File: config.mk
export PLATFORM = sky130hd
export DESIGN_NAME = ser_table_fetch_flat
export DESIGN_NICKNAME = d
export VERILOG_FILES = /design/src/rtl/ser_pkg.sv /design/src/rtl/ser_table_fetch_if.sv /design/src/rtl/dram_word_reader.sv /design/src/rtl/ser_table_fetch.sv /design/src/flat_wrapper.sv
export SDC_FILE = /design/constraint.sdc
export NUM_CORES = 2
export LEC_CHECK = 0
export ABC_AREA = 1
export BUFFER_PORTS_ARGS = -buffer_cell sky130_fd_sc_hd__clkbuf_2
export CAP_MARGIN = 20
export CORE_MARGIN = 2
export CORE_UTILIZATION = 41
export CTS_CLUSTER_SIZE = 12
export DETAILED_ROUTE_END_ITERATION = 8
export HOLD_SLACK_MARGIN = 0.15
export PLACE_DENSITY_LB_ADDON = 0.12
export SLEW_MARGIN = 5
export SYNTH_ARGS = -nofsm -noshare
export SYNTH_HDL_FRONTEND = slang
export SYNTH_SLANG_ARGS = --single-unit
File: constraint.sdc
create_clock -name clk -period 8.6 [get_ports clk]
set_clock_uncertainty 0.2 [all_clocks]
set_input_delay 0.86 -clock clk [delete_from_list [all_inputs] [get_ports clk]]
set_output_delay 0.86 -clock clk [all_outputs]
set_load 0.1 [all_outputs]
File: src/rtl/ser_pkg.sv
// Shared types and constants for the ser_* serializer pipeline stages.
package ser_pkg;

  localparam int unsigned DRAM_LANES      = 8;
  localparam int unsigned SER_ENTRY_BYTES = 16;
  localparam logic [7:0]  SER_TYPE_MSG    = 8'h01;

  // One field-table entry: descriptor word on top, sub-table pointer below.
  typedef struct packed {
    logic [63:0] desc;
    logic [63:0] ptr;
  } table_entry_t;

  typedef enum logic [2:0] {
    FS_IDLE,
    FS_RD_DESC,
    FS_RD_PTR,
    FS_ISSUE,
    FS_WAIT_DONE,
    FS_FINISH
  } fetch_state_t;

endpackage

File: src/rtl/ser_table_fetch_if.sv
// Aggregator handshake and 8-lane byte DRAM port of the table fetcher.
interface ser_table_fetch_if;

  logic                                                     agg_en;
  logic                                                     agg_entry_valid;
  ser_pkg::table_entry_t                                    agg_entry;
  logic [63:0]                                              agg_addr;
  logic                                                     agg_ready;
  logic                                                     agg_done;
  logic [ser_pkg::DRAM_LANES-1:0]                           dram_en;
  logic                                                     dram_rdwr;
  logic [ser_pkg::DRAM_LANES-1:0][63:0]                     dram_addr;
  logic [ser_pkg::DRAM_LANES-1:0][7:0]                      dram_data_in;
  logic [ser_pkg::DRAM_LANES-1:0]                           dram_valid;

  // Fetcher side.
  modport master (
    output agg_en, agg_entry_valid, agg_entry, agg_addr,
    input  agg_ready, agg_done,
    output dram_en, dram_rdwr, dram_addr,
    input  dram_data_in, dram_valid
  );

  // Aggregator / DRAM side.
  modport slave (
    input  agg_en, agg_entry_valid, agg_entry, agg_addr,
    output agg_ready, agg_done,
    input  dram_en, dram_rdwr, dram_addr,
    output dram_data_in, dram_valid
  );

endinterface

File: src/rtl/dram_word_reader.sv
// Reads one little-endian 64-bit word over the 8-lane byte DRAM port.
// Lanes may return in different cycles; enables and addresses are held
// until every lane has delivered, then dropped with a word_done pulse.
module dram_word_reader
  import ser_pkg::*;
(
  input  logic                         clk,
  input  logic                         reset,
  input  logic                         go,
  input  logic [63:0]                  base,
  output logic [DRAM_LANES-1:0]        dram_en,
  output logic [DRAM_LANES-1:0][63:0]  dram_addr,
  input  logic [DRAM_LANES-1:0][7:0]   dram_data_in,
  input  logic [DRAM_LANES-1:0]        dram_valid,
  output logic [63:0]                  word,
  output logic                         word_done
);

  logic [DRAM_LANES-1:0] seen;
  logic [DRAM_LANES-1:0] hit_c;

  // Lanes delivering data this cycle for the first time.
  assign hit_c = dram_en & dram_valid & ~seen;

  // Issue, per-lane capture and completion of one word read.
  always_ff @(posedge clk) begin
    if (!reset) begin
      dram_en   <= '0;
      dram_addr <= '0;
      seen      <= '0;
      word      <= '0;
      word_done <= 1'b0;
    end else begin
      word_done <= 1'b0;
      if (go) begin
        dram_en <= '1;
        seen    <= '0;
        for (int unsigned i = 0; i < DRAM_LANES; i++) begin
          dram_addr[i] <= base + 64'(i);
        end
      end else if (dram_en != '0) begin
        for (int unsigned i = 0; i < DRAM_LANES; i++) begin
          if (hit_c[i]) word[8*i +: 8] <= dram_data_in[i];
        end
        seen <= seen | hit_c;
        if ((seen | hit_c) == '1) begin
          dram_en   <= '0;
          word_done <= 1'b1;
        end
      end
    end
  end

endmodule

File: src/rtl/ser_table_fetch.sv
// Walks a message field table in DRAM, feeding each entry to ser_aggregate
// and descending into nested sub-tables through a return-address stack.
module ser_table_fetch
  import ser_pkg::*;
#(
  parameter int unsigned STACK_DEPTH = 8,
  parameter int unsigned ENTRY_BYTES = 16
) (
  input  logic              clk,
  input  logic              reset,
  input  logic              start,
  input  logic [63:0]       table_base,
  input  logic [63:0]       obj_addr,
  output logic              busy,
  output logic              done,
  output logic              err,
  ser_table_fetch_if.master bus
);

  localparam int unsigned SP_W   = $clog2(STACK_DEPTH + 1);
  localparam int unsigned IDX_W  = (STACK_DEPTH > 1) ? $clog2(STACK_DEPTH) : 1;
  localparam logic [63:0] STRIDE = 64'(ENTRY_BYTES);
  localparam logic [SP_W-1:0] SP_FULL = SP_W'(STACK_DEPTH);

  // The table stride is fixed by the entry format; reject any other value.
  if (ENTRY_BYTES != SER_ENTRY_BYTES) begin : g_entry_bytes_check
    $error("ser_table_fetch: ENTRY_BYTES must equal SER_ENTRY_BYTES");
  end
  if (STACK_DEPTH < 1) begin : g_stack_depth_check
    $error("ser_table_fetch: STACK_DEPTH must be at least 1");
  end

  fetch_state_t   state;
  logic [63:0]    cur;
  logic [63:0]    desc;
  logic [63:0]    ptr;
  logic [63:0]    stack [STACK_DEPTH];
  logic [SP_W-1:0] sp;

  logic           rd_go;
  logic [63:0]    rd_base;
  logic [63:0]    rd_word;
  logic           rd_done;

  logic           agg_en_q;
  logic           agg_valid_q;
  table_entry_t   agg_entry_q;
  logic [63:0]    agg_addr_q;

  dram_word_reader u_reader (
    .clk          (clk),
    .reset        (reset),
    .go           (rd_go),
    .base         (rd_base),
    .dram_en      (bus.dram_en),
    .dram_addr    (bus.dram_addr),
    .dram_data_in (bus.dram_data_in),
    .dram_valid   (bus.dram_valid),
    .word         (rd_word),
    .word_done    (rd_done)
  );

  assign bus.dram_rdwr       = 1'b0;
  assign bus.agg_en          = agg_en_q;
  assign bus.agg_entry_valid = agg_valid_q;
  assign bus.agg_entry       = agg_entry_q;
  assign bus.agg_addr        = agg_addr_q;

  // Table-walk FSM with return stack and registered outputs.
  always_ff @(posedge clk) begin
    if (!reset) begin
      state       <= FS_IDLE;
      cur         <= '0;
      desc        <= '0;
      ptr         <= '0;
      sp          <= '0;
      busy        <= 1'b0;
      done        <= 1'b0;
      err         <= 1'b0;
      rd_go       <= 1'b0;
      rd_base     <= '0;
      agg_en_q    <= 1'b0;
      agg_valid_q <= 1'b0;
      agg_entry_q <= '0;
      agg_addr_q  <= '0;
    end else begin
      rd_go <= 1'b0;
      done  <= 1'b0;
      unique case (state)
        FS_IDLE: begin
          if (start) begin
            busy       <= 1'b1;
            err        <= 1'b0;
            sp         <= '0;
            agg_addr_q <= obj_addr;
            cur        <= table_base;
            rd_base    <= table_base;
            rd_go      <= 1'b1;
            state      <= FS_RD_DESC;
          end
        end
        FS_RD_DESC: begin
          if (rd_done) begin
            desc    <= rd_word;
            rd_base <= cur + 64'd8;
            rd_go   <= 1'b1;
            state   <= FS_RD_PTR;
          end
        end
        FS_RD_PTR: begin
          if (rd_done) begin
            ptr         <= rd_word;
            agg_entry_q <= '{desc: desc, ptr: rd_word};
            state       <= FS_ISSUE;
          end
        end
        FS_ISSUE: begin
          if (bus.agg_ready) begin
            agg_en_q    <= 1'b1;
            agg_valid_q <= 1'b1;
            state       <= FS_WAIT_DONE;
          end
        end
        FS_WAIT_DONE: begin
          if (bus.agg_done) begin
            agg_en_q    <= 1'b0;
            agg_valid_q <= 1'b0;
            if (desc == '0) begin
              if (sp == '0) begin
                busy  <= 1'b0;
                done  <= 1'b1;
                state <= FS_FINISH;
              end else begin
                cur     <= stack[IDX_W'(sp - SP_W'(1))];
                rd_base <= stack[IDX_W'(sp - SP_W'(1))];
                sp      <= sp - SP_W'(1);
                rd_go   <= 1'b1;
                state   <= FS_RD_DESC;
              end
            end else if (desc[7:0] == SER_TYPE_MSG) begin
              if (sp == SP_FULL) begin
                err   <= 1'b1;
                busy  <= 1'b0;
                done  <= 1'b1;
                state <= FS_FINISH;
              end else begin
                stack[IDX_W'(sp)] <= cur + STRIDE;
                sp      <= sp + SP_W'(1);
                cur     <= ptr;
                rd_base <= ptr;
                rd_go   <= 1'b1;
                state   <= FS_RD_DESC;
              end
            end else begin
              cur     <= cur + STRIDE;
              rd_base <= cur + STRIDE;
              rd_go   <= 1'b1;
              state   <= FS_RD_DESC;
            end
          end
        end
        FS_FINISH: begin
          state <= FS_IDLE;
        end
        default: begin
          state <= FS_IDLE;
        end
      endcase
    end
  end

endmodule
File: src/flat_wrapper.sv
// flat-port wrapper written by rule: the top's interface ports become plain ports
module ser_table_fetch_flat import ser_pkg::*;
#(
  parameter int unsigned STACK_DEPTH = 8,
  parameter int unsigned ENTRY_BYTES = 16
)
  (clk, reset, start, table_base, obj_addr, busy, done, err, bus_agg_en, bus_agg_entry_valid, bus_agg_entry, bus_agg_addr, bus_agg_ready, bus_agg_done, bus_dram_en, bus_dram_rdwr, bus_dram_addr, bus_dram_data_in, bus_dram_valid);
  ser_table_fetch_if bus_i ();
  input  logic clk;
  input  logic reset;
  input  logic start;
  input  logic [63:0] table_base;
  input  logic [63:0] obj_addr;
  output logic busy;
  output logic done;
  output logic err;
  output wire logic [$bits(bus_i.agg_en)-1:0] bus_agg_en;
  output wire logic [$bits(bus_i.agg_entry_valid)-1:0] bus_agg_entry_valid;
  output wire logic [$bits(bus_i.agg_entry)-1:0] bus_agg_entry;
  output wire logic [$bits(bus_i.agg_addr)-1:0] bus_agg_addr;
  input wire logic [$bits(bus_i.agg_ready)-1:0] bus_agg_ready;
  input wire logic [$bits(bus_i.agg_done)-1:0] bus_agg_done;
  output wire logic [$bits(bus_i.dram_en)-1:0] bus_dram_en;
  output wire logic [$bits(bus_i.dram_rdwr)-1:0] bus_dram_rdwr;
  output wire logic [$bits(bus_i.dram_addr)-1:0] bus_dram_addr;
  input wire logic [$bits(bus_i.dram_data_in)-1:0] bus_dram_data_in;
  input wire logic [$bits(bus_i.dram_valid)-1:0] bus_dram_valid;
  assign bus_agg_en = bus_i.agg_en;
  assign bus_agg_entry_valid = bus_i.agg_entry_valid;
  assign bus_agg_entry = bus_i.agg_entry;
  assign bus_agg_addr = bus_i.agg_addr;
  assign bus_i.agg_ready = bus_agg_ready;
  assign bus_i.agg_done = bus_agg_done;
  assign bus_dram_en = bus_i.dram_en;
  assign bus_dram_rdwr = bus_i.dram_rdwr;
  assign bus_dram_addr = bus_i.dram_addr;
  assign bus_i.dram_data_in = bus_dram_data_in;
  assign bus_i.dram_valid = bus_dram_valid;
  ser_table_fetch #(.STACK_DEPTH(STACK_DEPTH), .ENTRY_BYTES(ENTRY_BYTES)) u_core (.clk(clk), .reset(reset), .start(start), .table_base(table_base), .obj_addr(obj_addr), .busy(busy), .done(done), .err(err), .bus(bus_i));
endmodule
==> impl_metrics.json <==
{
  "status": "finished, final reports clean",
  "hold_path.class": "input port to flip-flop",
  "yosys_warnings": 0,
  "power_mw": 28.47,
  "dr.first_iter.drc_count": 8932,
  "pin_count": 923,
  "globalplace.congestion": 1.016,
  "viasPerCell": 5.764,
  "drt_wl_total_mm": 348.1,
  "cp-end-kind": "flip-flop",
  "place_inst": 11254,
  "ys_seq_area_share_pct": 52.17,
  "start_kind": "flip-flop",
  "tightest_slew_ps": 1239,
  "leakagePower_nw": 32.59,
  "period_needed_ps": 4902,
  "fp.dieH_um": 407.5,
  "ys_types": 56,
  "wl_per_cell_um": 29.83,
  "fin_setup_tns_ps": 0,
  "synth-edff-count": 512,
  "dp_slack_ps": 3804,
  "period_share_pct": 57.00,
  "drive_gt1_share_pct": 14.74,
  "final_cells": 11669,
  "required_ps": 8880,
  "ir_worst_vdd_mv": 0.2995,
  "synth.top_cell.area_share_pct": 29.15,
  "synth-seq-cells": 1484,
  "cts_root_buf": "clkbuf_16",
  "grt_start_max_net_pins": 194,
  "clkTransAtPathRegs_ps": 60,
  "hold_buffers": 106,
  "rsz0062_at_grt": "no",
  "powerDensity_nw_per_um2": 358.8,
  "cts_buffers": 167,
  "area_growth_pct": 18.85,
  "die_w_um": 407.5,
  "rr_worst_depth": 12,
  "io_buffers": 921,
  "clock_latency_ps": 820,
  "r2r_end": "u_core.stack[6][26]",
  "postSynth.asyncResetShare_pct": 0,
  "grt_pass1_wl_mm": 476.8,
  "maxSlewViolCount": 0,
  "maxCapViolCount": 0,
  "timing.rr.start": "u_core.desc[7]",
  "synth_nets": 8778,
  "critPathKind": "flip-flop to flip-flop",
  "hpwl_mm": 259.5,
  "yosysTopAreaCell": "dfxtp_1",
  "vias": 67255,
  "worst_slack_ps": 3698,
  "nNetsFinal": 9573,
  "cts_tree": "done",
  "synth_flop_cell": "dfxtp_1",
  "cts_sinks": 1484,
  "worst-path-max-fanout": 43,
  "synthTopCellsByArea": "dfxtp_1 (29%), edfxtp_1 (23%), nand2_1 (11%)",
  "relSlewSlack_pct": 17.38,
  "drtAntennaViolNets": 0,
  "drc_errors": 0,
  "track_usage_pct": 40.34,
  "overflow": 0,
  "clock.fmax_mhz": 204.0,
  "cp.arrival_ps": 5180,
  "clockBufferDepth": 3,
  "grt_pass1_vias": 60661,
  "core_sq_um": 162200,
  "rrSetupSlack_ps": 3700,
  "htreeDepth": 4,
  "avgSynthCellArea_sq_um": 7.800,
  "cts.repair.resized": 0,
  "synthCells": 8559,
  "postCtsSetupRepairBufs": 0,
  "syn_area_sq_um": 66760,
  "setup-violations-final": 0,
  "initial_core_util_pct": 41.16,
  "antenna_found_initial": 30,
  "firstDrtPassIters": 7,
  "crit_end": "u_core.stack[6][26]",
  "crit_start": "u_core.desc[7]",
  "die-area_sq_um": 166100,
  "rows": 148,
  "finalHoldViolCount": 0
}
## per-stage QoR
stage          area [sq um]  utilization, %  hold WS [ps]
6_report              79350           48.91         193.3
4_1_cts               79320           48.90         156.1
2_1_floorplan         66760               -         250.2
3_3_place_gp          73000           45.00         229.8
3_5_place_dp          73000           45.00         235.5
5_1_grt               79330           48.90         165.7
## state kept, by name, summed over array words and instances (netlist names)
register,flops
u_core.u_reader.word_done,1
u_core.bus.agg_en,1
u_core.rd_go,1
u_core.stack,512
u_core.sp,4
u_core.state,3
u_core.u_reader.dram_en,1
u_core.done,1
u_core.err,1
u_core.cur,64
u_core.rd_base,64
u_core.ptr,64
u_core.desc,64
u_core.u_reader.word,64
u_core.bus.agg_addr,64
u_core.u_reader.dram_addr,502
u_core.u_reader.seen,8
u_core.busy,1
u_core.bus.agg_entry,64
## cell usage after synthesis, types with 6 or more instances
library cell,n
clkbuf_1,310
nand3_1,512
edfxtp_1,512
inv_1,649
xor2_1,76
nor4_1,8
nor3_2,7
nor2_1,1192
a32o_1,23
ha_1,14
o22ai_1,17
clkinv_1,11
buf_4,32
nor2_4,12
inv_2,27
nand2_2,15
nor3_1,91
o31ai_1,6
o211ai_1,95
and2_1,11
nand2_1,1914
buf_2,100
dfxtp_1,972
a21oi_1,672
o21ai_0,881
nor2_2,44
a31oi_1,54
a311oi_1,14
a211oi_1,83
o21a_1,6
buf_1,48
o21ai_1,25
nand4_1,70
a22o_1,11
## layout make-up
| cell class | count | area [sq um] |
|---|---|---|
| fill | 16240 | 82870 |
| sequential | 1484 | 34840 |
| multi-input combinational | 5895 | 27380 |
| timing repair buffer | 1119 | 6509 |
| clock buffer | 252 | 4843 |
| tap | 2175 | 2721 |
| inverter | 687 | 2609 |
| clock inverter | 48 | 419.2 |
| antenna | 9 | 22.52 |
## critical path: stages (launching register included)
cell and delay (ps):
dfxtp_1 360, nor2_1 60, nand2_1 120, nor2_1 70, nand2_1 140, nor2_1 100
buf_4 220, nand2_4 320, nand2_2 570, nor4_1 590, nand2_1 350, nor2_4 980
buf_12 430
## kinds of logic (layout without fill, tap and decap cells)
kind of cell / Yosys count / count (layout) / synth area share, %
simple gates: 3892 / 3892 / 23.93
compound gates: 1911 / 1911 / 15.59
flops: 1484 / 1484 / 52.17
buf+inv: 1180 / 2106 / 7.026
xor+xnor: 77 / 77 / 1.010
fa+ha+maj: 14 / 14 / 0.2624
other cells: 1 / 10 / 0.005617
## cells in the final DEF, fill, tap and decap left out, types with 70 or more instances in the layout
master	netlist	routed
a211oi_1	83	83
a21oi_1	672	672
buf_4	32	81
clkbuf_16	0	170
clkbuf_2	1	920
dfxtp_1	972	970
dlygate4sd3_1	0	106
edfxtp_1	512	512
inv_1	649	646
nand2_1	1914	1907
nand3_1	512	511
nand4_1	70	70
nor2_1	1192	1183
nor3_1	91	90
o211ai_1	95	95
o21ai_0	881	881
xor2_1	76	76
## worst min path at each step
| stage | endpoint | depth (start not counted) | start |
|---|---|---|---|
| 6_report | u_core.cur[24] | 3 | table_base[24] |
| 5_1_grt | u_core.cur[24] | 3 | table_base[24] |
| 4_1_cts | u_core.u_reader.seen[3] | 5 | bus_dram_valid[3] |
| 3_5_place_dp | u_core.u_reader.dram_addr[61] | 2 | u_core.u_reader.dram_addr[61] |
| 3_3_place_gp | u_core.u_reader.dram_addr[61] | 2 | u_core.u_reader.dram_addr[61] |
| 2_1_floorplan | u_core.u_reader.seen[2] | 2 | u_core.u_reader.seen[2] |
## per-layer routing
layer  part of all wire (%)  wire length, um  vias to the layer above  global-route usage, %
met3                     11            36940                      743                  9.928
met4                    7.3            25400                       16                  25.36
met1                     41           141200                    32502                  54.16
met5                  0.041              142                        -                      0
met2                     42           144500                     3899                  58.03
li1                       -                -                    30095                      -
## where the power goes
group	internal (mW)	switching, mW
combinational	2.27	9.51
sequential	8.33	1.31
clock	4.01	3.05
Power figures use the tool's default switching activity.
